$ cat src/rtl/adder_pkg.sv
// Shared constants and helpers for the pipelined carry-select adder.
package adder_pkg;

  localparam int WIDTH_DEF = 16;
  localparam int BLK_DEF   = 4;

  function automatic int nblk(input int w, input int b);
    return w / b;
  endfunction

  function automatic bit width_ok(input int w, input int b);
    return (b > 0) && (w > 0) && ((w % b) == 0);
  endfunction

  localparam bit DEF_OK = width_ok(WIDTH_DEF, BLK_DEF);

endpackage

$ cat src/rtl/carry_select_adder_pipe_block_candidate_adder.sv
// BLK-bit dual adder: sums for both carry-in candidates of one block.
module block_candidate_adder #(
  parameter int BLK = 4
) (
  input  logic [BLK-1:0] a,
  input  logic [BLK-1:0] b,
  output logic [BLK-1:0] s0,
  output logic           c0,
  output logic [BLK-1:0] s1,
  output logic           c1
);

  logic [BLK:0] ext_a;
  logic [BLK:0] ext_b;

  assign ext_a = {1'b0, a};
  assign ext_b = {1'b0, b};

  assign {c0, s0} = ext_a + ext_b;
  assign {c1, s1} = ext_a + ext_b + (BLK+1)'(1);

endmodule

$ cat src/rtl/carry_select_adder_pipe.sv
// Two-stage carry-select adder: stage 1 candidates, stage 2 select.
module carry_select_adder_pipe
  import adder_pkg::*;
#(
  parameter int WIDTH = WIDTH_DEF,
  parameter int BLK   = BLK_DEF
) (
  input  logic             clk,
  input  logic             rst_n,
  input  logic             in_valid,
  output logic             in_ready,
  input  logic [WIDTH-1:0] a,
  input  logic [WIDTH-1:0] b,
  input  logic             cin,
  output logic             out_valid,
  input  logic             out_ready,
  output logic [WIDTH-1:0] sum,
  output logic             cout
);

  localparam int NBLK = nblk(WIDTH, BLK);

  if (!width_ok(WIDTH, BLK)) begin : g_bad_width
    $error("WIDTH must be a multiple of BLK");
  end

  logic [NBLK-1:0][BLK-1:0] g_s0;
  logic [NBLK-1:0][BLK-1:0] g_s1;
  logic [NBLK-1:0]          g_c0;
  logic [NBLK-1:0]          g_c1;

  logic [NBLK-1:0][BLK-1:0] s0_q;
  logic [NBLK-1:0][BLK-1:0] s1_q;
  logic [NBLK-1:0]          c0_q;
  logic [NBLK-1:0]          c1_q;
  logic                     cin_q;
  logic                     s1_valid;

  logic [WIDTH-1:0] sel_sum;
  logic             sel_cout;
  logic [WIDTH-1:0] sum_q;
  logic             cout_q;
  logic             s2_valid;

  logic adv1;
  logic adv2;
  logic accept;

  for (genvar i = 0; i < NBLK; i++) begin : g_cand
    block_candidate_adder #(
      .BLK(BLK)
    ) u_cand (
      .a (a[i*BLK +: BLK]),
      .b (b[i*BLK +: BLK]),
      .s0(g_s0[i]),
      .c0(g_c0[i]),
      .s1(g_s1[i]),
      .c1(g_c1[i])
    );
  end

  assign adv2     = ~s2_valid | out_ready;
  assign adv1     = s1_valid & adv2;
  assign in_ready = ~s1_valid | adv2;
  assign accept   = in_valid & in_ready;

  // Block carry ripples through the registered candidates.
  always_comb begin : sel_p
    logic k;
    k       = cin_q;
    sel_sum = '0;
    for (int i = 0; i < NBLK; i++) begin
      sel_sum[i*BLK +: BLK] = k ? s1_q[i] : s0_q[i];
      k = k ? c1_q[i] : c0_q[i];
    end
    sel_cout = k;
  end

  always_ff @(posedge clk or negedge rst_n) begin
    if (!rst_n) begin
      s1_valid <= 1'b0;
      s0_q     <= '0;
      s1_q     <= '0;
      c0_q     <= '0;
      c1_q     <= '0;
      cin_q    <= 1'b0;
    end else begin
      if (accept) begin
        s1_valid <= 1'b1;
        s0_q     <= g_s0;
        s1_q     <= g_s1;
        c0_q     <= g_c0;
        c1_q     <= g_c1;
        cin_q    <= cin;
      end else if (adv1) begin
        s1_valid <= 1'b0;
      end
    end
  end

  always_ff @(posedge clk or negedge rst_n) begin
    if (!rst_n) begin
      s2_valid <= 1'b0;
      sum_q    <= '0;
      cout_q   <= 1'b0;
    end else begin
      if (adv1) begin
        s2_valid <= 1'b1;
        sum_q    <= sel_sum;
        cout_q   <= sel_cout;
      end else if (out_ready) begin
        s2_valid <= 1'b0;
      end
    end
  end

  assign out_valid = s2_valid;
  assign sum       = sum_q;
  assign cout      = cout_q;

endmodule

$ cat config.mk
export PLATFORM = sky130hd
export DESIGN_NAME = carry_select_adder_pipe
export DESIGN_NICKNAME = d
export VERILOG_FILES = /design/src/rtl/adder_pkg.sv /design/src/rtl/carry_select_adder_pipe_block_candidate_adder.sv /design/src/rtl/carry_select_adder_pipe.sv
export SDC_FILE = /design/constraint.sdc
export NUM_CORES = 1
export LEC_CHECK = 0
export CORE_MARGIN = 3
export CORE_UTILIZATION = 35
export CTS_BUF_LIST = sky130_fd_sc_hd__clkbuf_16
export CTS_CLUSTER_DIAMETER = 100
export DETAILED_ROUTE_END_ITERATION = 10
export HOLD_SLACK_MARGIN = 0.02
export PLACE_DENSITY = 0.67
export SLEW_MARGIN = 20
export SYNTH_ARGS = -nofsm -noshare
export SYNTH_HDL_FRONTEND = slang
export SYNTH_SLANG_ARGS = --single-unit
$ cat constraint.sdc
create_clock -name clk -period 5 [get_ports clk]
set_input_delay 0.75 -clock clk [delete_from_list [all_inputs] [get_ports clk]]
set_output_delay 0.75 -clock clk [all_outputs]
set_load 0.1 [all_outputs]
==> out/metrics.csv <==
metric,value,unit
fp.dieH,103,um
synth_area_leaders,"dfrtp_1, nand2_1, ha_1, mux2i_1, o21ai_0",
final_max_slew_viol_count,0,
syn2layout_area_growth,27.4,%
share_comb_of_total_power,40.4,%
dp.final_hpwl,4600,um
timing.critical_path.arrival,2.55,ns
vias,2374,
dr.first_iter.drc_count,85,
clkSinkCount,60,
detail_route.first_pass.iterations,5,
ir_worst_vdd,0.210,mV
power_frac_clock,25.8,%
final_setup_slack_of_the_worst_path,1.70,ns
synth.top_cells.by_count,"nand2_1, dfrtp_1, o21ai_0",
synthesis.yosys.warnings,0,
std_cell_rows,34,
place_ws,1.70,ns
gr-usage-all-layers,13.1,%
tritoncts,built,
postSynthNetCount,376,
layout.nets,433,
yosys.area.top_type_share,46.0,%
n_antenna_cell,0,
cts-buffers-inserted,9,
grt_pass1_wl,10800,um
largest_family_of_logic_cells_by_synthesized_area,simple AND/OR/NAND/NOR gates,
share_seq_of_total_power,33.8,%
internal_power,1.19,mW
grt_pass1_vias,2443,
grt.overflow.total,0,
cp_slowest_stage_delay,1.16,ns
proportion_of_synthesized_chip_area_in_sequential_cells,46.0,%
worst_slew_pin_slew,1.02,ns
post_cts_resize_count,0,
synthesized_netlist_cell_count,315,
fmaxAchievable,303,MHz
synth_xor_xnor_area_share,5.44,%
pwr_density_cell,482,mW/mm2
synth-edff-count,0,
max-cap-violations,0,
core-area,0.00889,mm2
gp_routability_congestion,0.795,
htree_levels,3,
synth_area,0.00326,mm2
power.leakage,1.92,nW
synth_area_leader_cell,dfrtp_1,
end_kind,primary output,
worst_slew_margin_rel,32.0,%
portBuffers,55,
crit_path_start_kind,primary input,
post-route-drc-count,0,
postSynthRegisterBits,60,
die_w,103,um
number_of_antenna_violations_at_the_first_check_in_global_routing,0,
timing.final.crit_share,65.9,%
setup_viol_count_final,0,
cts.clk_slew.worst_paths,0.05,ns
worst_hold_path_type,reg2reg,
power.switching_fraction,40.8,%
cts_hold_repair.buffers,0,
totalNegativeSetupSlack,0,ns
ratio_of_cells_with_drive_above_1_in_the_final_layout,7.20,%
post_placement_cell_count,469,
die_area,0.0105,mm2
grt_setup_unrepaired,false,
ctsRootBufferMaster,clkbuf_16,
wl_per_cell,12.9,um
synthMostInstantiatedCell,nand2_1,
power.net_switching,0.817,mW
post_synth_mux_area_share,10.7,%
crit_family,buffers and inverters,
avgSynthCellArea,10.4,um2
post_synthesis_adder_cell_area_fraction,10.1,%
synth-compound-area-share,11.1,%
clock-skew-final,0.00528,ns
result_of_the_run,"finished, final reports clean",
cts.path.max_buffers,2,
synth.distinct_cells,32,
synth_simple_gate_area_share,13.7,%
final_cells,483,
timing_worst_setup_path_type,in2out,
critical_path.cell_chain,"clkdlybuf4s50_1, nand3b_1, clkdlybuf4s50_1",
wirelength,6220,um
async_reset_ff_share,100,%
leading_register_cell_type_out_of_synthesis,dfrtp_1,
critical_path.most_common_cell,clkdlybuf4s50_1,
io_pins,56,
final-hold-violation-count,0,
cp_num_buf_inv,2,
route.antenna.remaining_nets,0,
largest_net_degree_at_the_start_of_global_routing,61,
clk-insertion-delay-late,0.32,ns
critPathRequiredTime,4.25,ns
critical_path_peak_fanout,4,
period_needed,3.30,ns
critical_path.slowest_cell,clkdlybuf4s50_1,
routed_via_density,4.92,
start_util,36.7,%
cts_setup_buffers,0,
[routing by layer]
metal	vias to the layer above	routed length (um)	GRT usage [%]
met5	-	0	0
met4	0	60	3.03
met3	9	283	4.74
met2	40	3130	23.0
met1	1126	2750	15.2
li1	1199	-	-
[power groups by stage]
| stage | Combinational [mW] | Sequential [mW] | Clock, mW |
|---|---|---|---|
| 6_report | 0.809 | 0.677 | 0.517 |
| 3_3_place_gp | 0.809 | 0.680 | 0 |
| 2_1_floorplan | 0.282 | 1.01 | 0 |
| 5_1_grt | 0.872 | 0.692 | 0.551 |
| 3_5_place_dp | 0.817 | 0.685 | 0 |
| 4_1_cts | 0.820 | 0.678 | 0.531 |
[worst reg2reg max path, delay by kind of cell (launching register included)]
family          cells  cell delay (ns)
compound gates      1             0.07
flops               1             0.57
mux                 3             1.26
[stage by stage]
stage	utilization (%)	instance area [um2]	total power [mW]	hold slack, ns
after detailed placement	44.0	3910	1.50	0.465
after floorplan	-	3260	1.29	0.445
after CTS	46.8	4160	2.03	0.477
after global placement	44.0	3910	1.49	0.461
after global routing	46.8	4160	2.12	0.502
final	46.8	4160	2.00	0.472
[layout by cell type, fill, tap and decap left out, types with 3 or more instances in the layout]
cell type         n
o21ai_1           9
mux2_2            8
mux2i_4           3
clkinv_2          3
inv_1            13
and3_1            4
clkbuf_16         9
nor2_1            8
xnor2_1           4
nand2_1          67
o21ai_0          28
dfrtp_1          60
a2111o_1          4
fa_1              4
nand2b_1          3
and2_1            7
xnor3_1           4
nand3_1           6
a21oi_1           8
o31ai_1           4
xor2_1            6
mux2i_1          19
ha_1             20
clkdlybuf4s50_1  54
[path summary, 6_finish.rpt]
check                                             end  depth (start not counted)                  from  slack, ns
worst max-delay path                         in_ready                          3             out_ready       1.70
worst min-delay path             s1_q[13]$_DFFE_PN0P_                          2  s1_q[13]$_DFFE_PN0P_       0.47
worst max register to register    sum[13]$_DFFE_PN0P_                          4     cin_q$_DFFE_PN0P_       2.95
worst min register to register   s1_q[13]$_DFFE_PN0P_                          2  s1_q[13]$_DFFE_PN0P_       0.47
max in group asynchronous         c1_q[0]$_DFFE_PN0P_                          2                 rst_n       3.93
min in group asynchronous       out_valid$_DFFE_PN0P_                          2                 rst_n       0.58
[sequential cells by signal, summed over array words and instances, names as in the netlist]
| signal | flops |
|---|---|
| s0_q | 16 |
| s1_q | 16 |
| sum | 16 |
| c0_q | 4 |
| c1_q | 4 |
| cin_q | 1 |
| cout | 1 |
| out_valid | 1 |
| s1_valid | 1 |
[cells by family (layout without fill, tap and decap cells)]
| group | count (synthesis) | after routing |
|---|---|---|
| XOR/XNOR | 14 | 14 |
| buffers and inverters | 23 | 83 |
| multiplexers | 30 | 30 |
| adder cells (fa/ha/maj) | 24 | 24 |
| flip-flops | 60 | 60 |
| AND/OR/NAND/NOR | 103 | 103 |
| AO/OA/AOI/OAI | 61 | 61 |
[cell type report]
class	count	area, um2
Clock inverter	5	22.5
Sequential cell	60	1500
Timing Repair Buffer	57	561
Fill cell	826	4730
Clock buffer	9	225
Inverter	12	45.0
Tap cell	108	135
Multi-Input combinational cell	232	1670
Note: power is estimated with default switching activity, not from simulation.
